## src/rtl/axi_stream_window_tx.sv

```systemverilog
// Re-emits filtered pixels as an AXI4-Stream master: drops warm-up pixels, regenerates
// tuser/tlast from row/column counters, and buffers beats in a small FIFO.
module axi_stream_window_tx #(
  parameter int fifo_depth_g = 16,
  parameter int skip_g       = 0
) (
  input  logic        clk_i,
  input  logic        rst_n_i,
  input  logic [7:0]  pixel_i,
  input  logic        validpixel_i,
  input  logic [12:0] xsize_i,
  input  logic [12:0] ysize_i,
  output logic        almost_full_o,
  output logic [7:0]  m_axis_tdata_o,
  output logic        m_axis_tvalid_o,
  input  logic        m_axis_tready_i,
  output logic        m_axis_tlast_o,
  output logic        m_axis_tuser_o,
  output logic        frame_done_o,
  output logic        overflow_o
);

  localparam int AW = $clog2(fifo_depth_g);

  typedef struct packed {
    logic       eof;
    logic       sof;
    logic       eol;
    logic [7:0] data;
  } entry_t;

  entry_t      mem_q [fifo_depth_g];
  logic [AW:0] wr_ptr_q, wr_ptr_d;
  logic [AW:0] rd_ptr_q, rd_ptr_d;
  logic [AW:0] count_d;
  logic [12:0] skip_q, skip_d;
  logic [12:0] col_q, col_d;
  logic [12:0] row_q, row_d;
  logic [12:0] xsize_q, xsize_d;
  logic [12:0] ysize_q, ysize_d;
  logic        almost_full_q, almost_full_d;
  logic        frame_done_q, frame_done_d;
  logic        overflow_q, overflow_d;

  logic        full, empty, pop, push, accept;
  logic        sof, eol, eof;
  logic [12:0] xs, ys;
  entry_t      wr_entry, head;

  assign full  = (wr_ptr_q[AW] != rd_ptr_q[AW]) && (wr_ptr_q[AW-1:0] == rd_ptr_q[AW-1:0]);
  assign empty = (wr_ptr_q == rd_ptr_q);
  assign pop   = !empty && m_axis_tready_i;

  // A kept pixel advances the geometry even when the FIFO has to drop it.
  assign accept = validpixel_i && (skip_q == 13'd0);
  assign push   = accept && (!full || pop);

  // The first pixel of a frame uses the live sizes; they are latched for the rest.
  assign sof = (col_q == 13'd0) && (row_q == 13'd0);
  assign xs  = sof ? xsize_i : xsize_q;
  assign ys  = sof ? ysize_i : ysize_q;
  assign eol = (col_q == xs);
  assign eof = eol && (row_q == ys);

  assign wr_entry = '{eof: eof, sof: sof, eol: eol, data: pixel_i};
  assign head     = mem_q[rd_ptr_q[AW-1:0]];

  always_comb begin
    skip_d        = skip_q;
    col_d         = col_q;
    row_d         = row_q;
    xsize_d       = xsize_q;
    ysize_d       = ysize_q;
    wr_ptr_d      = wr_ptr_q + {{AW{1'b0}}, push};
    rd_ptr_d      = rd_ptr_q + {{AW{1'b0}}, pop};
    count_d       = wr_ptr_d - rd_ptr_d;
    almost_full_d = (count_d >= (AW+1)'(fifo_depth_g - 4));
    frame_done_d  = pop && head.eof;
    overflow_d    = overflow_q || (accept && full && !pop);

    if (validpixel_i && skip_q != 13'd0) begin
      skip_d = skip_q - 13'd1;
    end

    if (accept) begin
      if (sof) begin
        xsize_d = xsize_i;
        ysize_d = ysize_i;
      end
      if (eof) begin
        col_d  = 13'd0;
        row_d  = 13'd0;
        skip_d = 13'(skip_g);
      end else if (eol) begin
        col_d = 13'd0;
        row_d = row_q + 13'd1;
      end else begin
        col_d = col_q + 13'd1;
      end
    end
  end

  // NOTE: sequential state uses non-blocking assignments so every register samples
  // the pre-edge values computed above, independent of statement order.
  always_ff @(posedge clk_i or negedge rst_n_i) begin
    if (!rst_n_i) begin
      wr_ptr_q      <= '0;
      rd_ptr_q      <= '0;
      skip_q        <= 13'(skip_g);
      col_q         <= '0;
      row_q         <= '0;
      xsize_q       <= '0;
      ysize_q       <= '0;
      almost_full_q <= 1'b0;
      frame_done_q  <= 1'b0;
      overflow_q    <= 1'b0;
    end else begin
      wr_ptr_q      <= wr_ptr_d;
      rd_ptr_q      <= rd_ptr_d;
      skip_q        <= skip_d;
      col_q         <= col_d;
      row_q         <= row_d;
      xsize_q       <= xsize_d;
      ysize_q       <= ysize_d;
      almost_full_q <= almost_full_d;
      frame_done_q  <= frame_done_d;
      overflow_q    <= overflow_d;
    end
  end

  // NOTE: the storage array is deliberately not reset; the pointers define which
  // entries are live, and the outputs are masked while the FIFO is empty.
  always_ff @(posedge clk_i) begin
    if (push) begin
      mem_q[wr_ptr_q[AW-1:0]] <= wr_entry;
    end
  end

  assign m_axis_tvalid_o = !empty;
  assign m_axis_tdata_o  = empty ? 8'h00 : head.data;
  assign m_axis_tlast_o  = !empty && head.eol;
  assign m_axis_tuser_o  = !empty && head.sof;
  assign almost_full_o   = almost_full_q;
  assign frame_done_o    = frame_done_q;
  assign overflow_o      = overflow_q;

endmodule
```

## config.mk

```make
export PLATFORM = sky130hd
export DESIGN_NAME = axi_stream_window_tx
export DESIGN_NICKNAME = d
export VERILOG_FILES = /design/src/rtl/axi_stream_window_tx.sv
export SDC_FILE = /design/constraint.sdc
export NUM_CORES = 1
export LEC_CHECK = 0
export ABC_AREA = 1
export BUFFER_PORTS_ARGS = -buffer_cell sky130_fd_sc_hd__buf_4
export CAP_MARGIN = 30
export CELL_PAD_IN_SITES_DETAIL_PLACEMENT = 0
export CELL_PAD_IN_SITES_GLOBAL_PLACEMENT = 1
export CORE_ASPECT_RATIO = 0.7
export CORE_UTILIZATION = 35
export CTS_CLUSTER_SIZE = 20
export DETAILED_ROUTE_END_ITERATION = 8
export GPL_TIMING_DRIVEN = 0
export PLACE_DENSITY = 0.58
export REMOVE_ABC_BUFFERS = 1
export SETUP_SLACK_MARGIN = 0.15
export SKIP_CTS_REPAIR_TIMING = 1
export SYNTH_ARGS = -nofsm -noshare
export SYNTH_HDL_FRONTEND = slang
export SYNTH_SLANG_ARGS = --single-unit
```

## constraint.sdc

```tcl
create_clock -name clk_i -period 8.5 [get_ports clk_i]
set_clock_uncertainty 0.2 [all_clocks]
set_input_delay 1.7 -clock clk_i [delete_from_list [all_inputs] [get_ports clk_i]]
set_output_delay 1.7 -clock clk_i [all_outputs]
set_load 0.01 [all_outputs]
```

* After elaboration in Yosys (flattened, before gate mapping) *
Memory sizes are Yosys's and may differ from the RTL's.
Index checks and enable logic that the tools add are counted.

word-level totals
  register bits = 78
  bits in latches = 0
  memory bits (writable) = 176
  memory bits (read-only) = 0
  output and inout bits = 14
  memories = 1

operators by class
  add/sub/neg operators = 6
  multiply operators = 0
  div/mod/pow operators = 0
  order comparisons = 1
  equality and inequality tests = 5
  shifts and indexed selects = 0
  multiplexer cells = 12
  bitwise gates (word level) = 0
  reductions and logical operators = 23

memory list
  name   words  bits a word  read ports  clocked after memory_dff  wr ports  line  RTL
  mem_q  16     11           1           0                         1         32    entry_t mem_q [fifo_depth_g];

operator list
  cell                                                                number
  two-way mux 13 bit                                                  9
  logical NOT 13 bit                                                  3
  adder 13 x 1 -> 13 bit (second input constant)                      2
  equality test 13 bit                                                2
  nonzero test 13 bit                                                 1
  subtractor 13 x 1 -> 13 bit (second input constant)                 1
  logical AND 1 bit                                                   12
  adder 5 x 1 -> 5 bit                                                2
  two-way mux 8 bit                                                   1
  equality test 5 bit                                                 1
  greater-or-equal comparator 5 x 4 -> 1 bit (second input constant)  1
  subtractor 5 bit                                                    1
  equality test 4 bit                                                 1
  logical NOT 1 bit                                                   3
  logical OR 1 bit                                                    2
  two-way mux 1 bit                                                   2
  AND reduction 2 bit                                                 1
  nonzero test 2 bit                                                  1
  != test 1 bit                                                       1

* Longest topological paths before layout *
Gate-level depths: netlist (run 1).

  depth in word-level cells = 8
  depth in mapped cells = 20

* Worst setup path after synthesis (run 1) *
OpenSTA, ideal clock, no wires.

  path kind = input to register
  start = input port validpixel_i
  end = register almost_full_q (netlist: almost_full_o)
  setup time = 128 ps
  arrival time = 3762 ps
  data required time = 8172 ps
  setup slack = 4410 ps
  stages on the path = 13
  cell sequence = inv_1 > nor2_4 > inv_1 > clkbuf_1 > nor2_1 > ha_1 > ha_1 > xor2_1 > ha_1 > a21oi_1 > o21a_1 > xor2_1 > o21ai_0

on the way
  cells in the longest elaborated chain, start to end = 5

ends and longest elaborated chain
  element                                     line  RTL
  start, declared                             10    input logic validpixel_i,
  logical AND 1 bit                           55    assign accept = validpixel_i && (skip_q == 13'd0);
  logical AND 1 bit                           56    assign push = accept && (!full || pop);
  adder 5 x 1 -> 5 bit                        74    wr_ptr_d = wr_ptr_q + {{AW{1'b0}}, push};
  via wr_ptr_d[2]                             33    logic [AW:0] wr_ptr_q, wr_ptr_d;
  subtractor 5 bit                            76    count_d = wr_ptr_d - rd_ptr_d;
  greater-or-equal comparator 5 x 4 -> 1 bit  77    almost_full_d = (count_d >= (AW+1)'(fifo_depth_g - 4));
  via almost_full_d                           41    logic almost_full_q, almost_full_d;
  end signal, assigned                        125   almost_full_q <= almost_full_d;
  end, declared                               41

The timed path passes the listed nets, and every way through them passes these cells.
A chain may end at the register's enable or synchronous reset.

* Final worst setup path (run 1) *
  start = register rd_ptr_q[3]
  end = output port m_axis_tdata_o[2]

on the way
  cells in the longest elaborated chain, start to end = 2

ends and longest elaborated chain
  element                                                             line  RTL
  start, declared                                                     34    logic [AW:0] rd_ptr_q, rd_ptr_d;
  start signal, assigned                                              119   rd_ptr_q <= rd_ptr_d;
  memory (16 x 11 bit) / equality test 5 bit (equally long branches)  n/a
  two-way mux 8 bit *                                                 140   assign m_axis_tdata_o = empty ? 8'h00 : head.data;
  end, declared                                                       14    output logic [7:0] m_axis_tdata_o,

Mark *: on every way between the ends. The rest lies on a longest branch, timed or not.

==> results of run 1 <==
-- cell families after synthesis --
| kind of cell | after synthesis | share of synthesized area (%) |
|---|---|---|
| adder cells (fa/ha/maj) | 15 | 1.62 |
| buffers and inverters | 185 | 6.21 |
| AO/OA/AOI/OAI | 191 | 9.38 |
| AND/OR/NAND/NOR | 547 | 20.2 |
| XOR/XNOR | 34 | 2.47 |
| flip-flops | 254 | 60.1 |
-- stage by stage --
step | instance area (sq um) | hold slack [ps] | setup WS (ps)
after floorplan | 11800 | 242 | 2570
after global placement | 12700 | 257 | -1250
after detailed placement | 13200 | 259 | 3100
after CTS | 14100 | 273 | 3180
after global routing | 14100 | 306 | 3100
final | 14100 | 270 | 3280
-- cell type report --
type	instances	area [sq um]
clock buffer	32	737
clock inverter	17	233
fill	3267	19600
inverter	126	474
multi-input combinational	787	4090
sequential	254	7240
tap	464	581
timing repair buffer	76	781
-- worst max path at each step --
| stage | start | to | slack, ps | cells after the start |
|---|---|---|---|---|
| 6_report | rd_ptr_q[3]$_DFF_PN0_ | m_axis_tdata_o[2] | 3280 | 7 |
| 5_1_grt | rd_ptr_q[3]$_DFF_PN0_ | m_axis_tuser_o | 3100 | 7 |
| 4_1_cts | rd_ptr_q[3]$_DFF_PN0_ | m_axis_tuser_o | 3180 | 7 |
| 3_5_place_dp | validpixel_i | almost_full_o$_DFF_PN0_ | 3100 | 13 |
| 3_3_place_gp | rd_ptr_q[0]$_DFF_PN0_ | mem_q[11][7]$_DFFE_PP_ | -1250 | 6 |
| 2_1_floorplan | rd_ptr_q[0]$_DFF_PN0_ | m_axis_tdata_o[7] | 2570 | 5 |
-- routing by layer --
layer,share of wire (%),vias up,track usage (%),routed length [um]
met5,0,-,0,0
met4,1.5,0,3.39,471
met3,5.6,32,3.23,1800
met1,53,4192,29.6,17000
li1,-,4315,-,-
met2,40,209,25.6,12800
-- state kept, by name, summed over array words and instances, names as in the netlist --
register	flops
mem_q	176
almost_full_o	1
row_q	13
frame_done_o	1
rd_ptr_q	5
skip_q	13
col_q	13
wr_ptr_q	5
overflow_o	1
ysize_q	13
xsize_q	13
-- power groups by stage --
stage / Sequential, mW / Combinational (mW) / Clock [mW]
6_report: 1.44 / 1.01 / 1.30
3_3_place_gp: 1.56 / 0.872 / 0
2_1_floorplan: 1.48 / 0.549 / 0
3_5_place_dp: 1.47 / 1.02 / 0
5_1_grt: 1.45 / 1.12 / 1.37
4_1_cts: 1.44 / 1.02 / 1.33
-- layout by cell type, fill, tap and decap left out, drive strengths merged, types with 2 or more instances in the layout --
cell type	synthesis	routed
edfxtp	176	176
nand3b	3	3
clkinvlp	0	2
ha	14	14
a22oi	3	3
nand4	39	39
bufinv	0	6
a21oi	26	26
inv	125	125
xor2	29	29
clkbuf	44	32
nor2	150	150
xnor2	5	5
o21a	2	2
nor4	5	5
nand2	247	247
nand3	91	91
nor3	11	11
clkinv	1	10
o21ai	116	116
buf	15	76
o221ai	40	40
dfrtp	78	78
==> out/results.txt, run 1 <==
outcome - completed
clock power share - 34.5%
Worst R2R Path Depth - 18
Internal - 2.55 mW
total routed wirelength - 32.0 mm
vias in the first global route - 8153
Sequential Power Share - 38.4%
Worst-Skew Late Latency - 550 ps
CP delay by family, top - buffers and inverters
syn_area_per_cell - 9.82 sq um
Final Hold Vio Count - 0
Die Ht - 157 um
Seq/Total Area, Yosys - 60.1%
most common cell in the netlist - nand2_1
Syn Inst Count - 1226
drc violations - 0
commonest cells in the netlist - 243 x nand2_1, 176 x edfxtp_1, 141 x nor2_1, 116 x inv_1, 112 x o21ai_0
Synth area leader - edfxtp_1
Core Box Area - 33700 sq um
synth warn - 0
GRT Total Usage - 18.5%
full die area - 35100 sq um
R2R Setup Slk - 3740 ps
Avg WL per Cell - 18.2 um
Setup TNS - 0 ps
Synth top area share - 43.9%
R2R Path End - skip_q[0]$_DFF_PN0_
peak supply drop - 0.000155 V
Sw Share - 32.0%
synth-to-layout area growth - 17.4%
first-pass GRT wire length - 49.5 mm
CP Capture Type - output pin
via/cell ratio - 4.98
Routed Antenna Nets - 0
dpl cells - 1706
Post-synth ARST share - 30.7%
Max Freq - 0.192 GHz
Clock Tree Root - clkbuf_16
CP cell instances - inv_1 > nand2_1 > nand4_1 > nor2_1 > buf_6 > a21oi_1 > buf_4
final core utilization - 41.9%
Logic pwr share - 27.0%
io pins - 52
Final nets - 1326
ys flop type - edfxtp_1
Max-cap violations - 0
buffer and inverter count on the worst path - 3
number of H-tree levels - 1
Tmin final - 5220 ps
initial antenna violation count - 0
Worst Hold Depth - 1
Max-slew headroom - 35.0%
antenna cells - 0
RSZ-0062 raised after global routing - no
critical path type - flip-flop to output pin
pin count of the biggest net entering global routing - 82
max-slew violation count - 0
Final HPWL DP - 20.7 mm
num rows - 56
CTS sink count - 254
Tcrit/Tclk final - 61.4%
CTS Buffer Depth - 3
via count - 8748
hold wc startpoint - skip_q[11]$_DFF_PN0_
distinct cell type count after synthesis - 39
grt ovf - 0
Worst Setup Start Kind - flip-flop
CTS tree - yes
final setup vio count - 0
Synth Register Bits - 254
Synth area leaders - edfxtp_1 44%, dfrtp_1 16%, nand2_1 7.6%
drt initial violations - 782
Net Sw Power - 1.20 mW
GP Congestion - 0.759
Worst Hold Class - flip-flop to flip-flop
Pleak - 5.68 nW
worst stage delay on the critical path - 860 ps
CTS clk-pin slew, worst paths - 60 ps
PwrDens - 265 nW/um^2
Max Fanout on Critical Path - 15
Initial Utilization - 35.7%
Port Buffer Count - 51
CP max-delay cell - dfrtp_1
worst-margin pin slew - 970 ps
Post-Synthesis Cell Area - 12000 sq um
total power - 3.75 mW
Hold Path Sink - skip_q[11]$_DFF_PN0_
share of post-route cells with drive strength above 1 - 12.8%
Num CTS Buffers - 28
die width - 224 um
number of synthesized flops with an enable pin - 176
R2R Path Start - row_q[0]$_DFFE_PN0P_
final cell count without fillers - 1756
critical path arrival - 3320 ps
DRT Pass-1 Iters - 5
WP data required - 6600 ps
Note: power is estimated with default switching activity, not from simulation.
==> inputs of run 2 (changes only) <==
--- a/config.mk
+++ b/config.mk
@@ -15,7 +15,7 @@
 export CTS_CLUSTER_SIZE = 20
 export DETAILED_ROUTE_END_ITERATION = 8
 export GPL_TIMING_DRIVEN = 0
-export PLACE_DENSITY = 0.58
+export PLACE_DENSITY = 0.6
 export REMOVE_ABC_BUFFERS = 1
 export SETUP_SLACK_MARGIN = 0.15
 export SKIP_CTS_REPAIR_TIMING = 1
==> constraint.sdc (replaced) <==
create_clock -name clk_i -period 4.63 [get_ports clk_i]
set_clock_uncertainty 0.2 [all_clocks]
set_input_delay 0.926 -clock clk_i [delete_from_list [all_inputs] [get_ports clk_i]]
set_output_delay 0.926 -clock clk_i [all_outputs]
set_load 0.01 [all_outputs]
==> run 2 against run 1 <==
Effect of this change:
- clock power grew 61%
- non-clock buffer count shrank 2
- cell count is the same
- global-route usage shrank 0.10 points
- setup slack lost 2900 ps
- highest routed layer unchanged
- largest power group unchanged
- sequential share of layout area grew 0.60 points
==> out/results.txt, run 2 (synthesis gave the netlist of run 1 again) <==
outcome - completed
num rows - 56 (unchanged)
fillcell total - 3332 (+2.0%)
Setup TNS - 0 ps (unchanged)
CTS tree - yes
Avg WL per Cell - 18.2 um (about the same)
synth-to-layout area growth - 16.1%
Core Box Area - 33700 sq um (unchanged)
Worst Hold Class - input port to async pin
Port Buffer Count - 51 (unchanged)
share of post-route cells with drive strength above 1 - 13.2% (+0.46 points)
CP Capture Type - output pin
Max Freq - 0.234 GHz
final setup vio count - 0 (unchanged)
Routed Antenna Nets - 0 (unchanged)
peak supply drop - 0.000337 V (+120%)
dpl cells - 1701 (-0.29%)
Worst-Skew Late Latency - 570 ps (+20 ps)
antenna cells - 0 (unchanged)
critical path type - flip-flop to output pin
first-pass GRT wire length - 49.5 mm (about the same)
Tmin final - 4270 ps
worst-margin pin slew - 955 ps (-15.3 ps)
final cell count without fillers - 1756 (unchanged)
Clock Tree Root - clkbuf_16
max reg flops - 176 (unchanged)
WP data required - 3500 ps (-3100 ps)
initial antenna violation count - 0 (unchanged)
most frequent cells in the layout - 243 x nand2_1, 176 x edfxtp_1, 128 x nor2_1
GRT Total Usage - 18.3% (-0.10 points)
met2 usage - 26.3% (+0.64 points)
io pins - 52 (unchanged)
number of H-tree levels - 1 (unchanged)
drc violations - 0 (unchanged)
drt initial violations - 779 (-0.38%)
Initial Utilization - 35.7% (unchanged)
critical path arrival - 3140 ps (-180 ps)
GP Congestion - 0.753 (-0.75%)
Most Crowded Layer GR - met1
Tcrit/Tclk final - 92.2%
via/cell ratio - 4.92 (-1.2%)
total routed wirelength - 32.0 mm (about the same)
CTS clk-pin slew, worst paths - 70 ps (about the same)
met1 usage - 28.7% (-0.85 points)
Max-cap violations - 0 (unchanged)
CTS Buffer Depth - 3 (unchanged)
Die Ht - 157 um (unchanged)
Pleak - 5.58 nW (-1.7%)
Final HPWL DP - 19.7 mm (-4.8%)
grt ovf - 0 (unchanged)
RSZ-0062 raised after global routing - yes
met3 Use GR - 2.78% (-0.45 points)
Final nets - 1324 (-0.15%)
Max Fanout on Critical Path - 67 (+52)
most common cell after layout, fill and taps aside - nand2_1
max-slew violation count - 0 (unchanged)
via count - 8640 (-1.2%)
full die area - 35100 sq um (unchanged)
pin count of the biggest net entering global routing - 68 (-17%)
CTS sink count - 254 (unchanged)
DRT Pass-1 Iters - 5 (unchanged)
Num CTS Buffers - 27 (-3.6%)
Hold WS - 138 ps (-133 ps)
die width - 224 um (unchanged)
Worst Setup Start Kind - flip-flop
Final Hold Vio Count - 0 (unchanged)
PwrDens - 472 nW/um^2 (+78%)
vias in the first global route - 8331 (+2.2%)
Max-slew headroom - 36.3% (+1.3 points)
-- run 2: changes by cell type in the layout (fill, tap and decap cells not counted), moves of 3 or more --
cell / change
clkinvlp_4: +3
buf_8: -7
buf_4: +6
nor2_1: -3
nor2_2: +3
bufinv_16: -5
-- run 2: area by class of cell --
cell class	instances	area [sq um]	share of cell area, %
Sequential cell	254	7240	51.8
Clock buffer	31	691	4.94
Multi-Input combinational cell	788	4120	29.5
Inverter	126	484	3.46
Tap cell	464	581	4.15
Timing Repair Buffer	74	711	5.09
Clock inverter	19	146	1.05
-- run 2: report_power, final --
part | total [mW] | internal [mW] | switching [mW]
sequential | 2.66 | 2.51 | 0.147
clock | 2.09 | 1.14 | 0.951
combinational | 1.85 | 0.697 | 1.15
-- run 2: path summary, 6_finish.rpt --
path	from	endpoint	slack, ps	cells after the start
worst max register to register	rd_ptr_q[0]$_DFF_PN0_	almost_full_o$_DFF_PN0_	450	18
worst min register to register	skip_q[11]$_DFF_PN0_	skip_q[11]$_DFF_PN0_	280	1
max in group asynchronous	rst_n_i	rd_ptr_q[0]$_DFF_PN0_	3410	2
min in group clk_i	skip_q[11]$_DFF_PN0_	skip_q[11]$_DFF_PN0_	280	1
worst min-delay path	rst_n_i	ysize_q[5]$_DFFE_PN0N_	140	1
worst max-delay path	rd_ptr_q[0]$_DFF_PN0_	m_axis_tdata_o[1]	360	9
-- run 2: routing by layer --
layer	up-vias	wire, um
met2	169	13000
met1	4128	17000
met5	-	0
li1	4305	-
met3	38	1340
met4	0	630
-- run 2: worst max-delay path: stages (launching register included) --
cell and delay (ps):
dfrtp_4 630, buf_16 260, inv_6 290, nand2_1 100
a21oi_1 160, nand4_1 200, nor2_2 320, buf_4 270
a21oi_1 120, buf_4 180
-- run 2: per-stage QoR --
| step | area [sq um] | total power [mW] | util [%] | setup slack (ps) |
|---|---|---|---|---|
| 3_3_place_gp | 12700 | 4.48 | 37.8 | -5480 |
| 5_1_grt | 14000 | 6.97 | 41.5 | 111 |
| 4_1_cts | 13900 | 6.66 | 41.2 | 14.2 |
| 2_1_floorplan | 11800 | 3.73 | - | -1030 |
| 3_5_place_dp | 13100 | 4.55 | 38.7 | 57.9 |
| 6_report | 14000 | 6.59 | 41.5 | 363 |
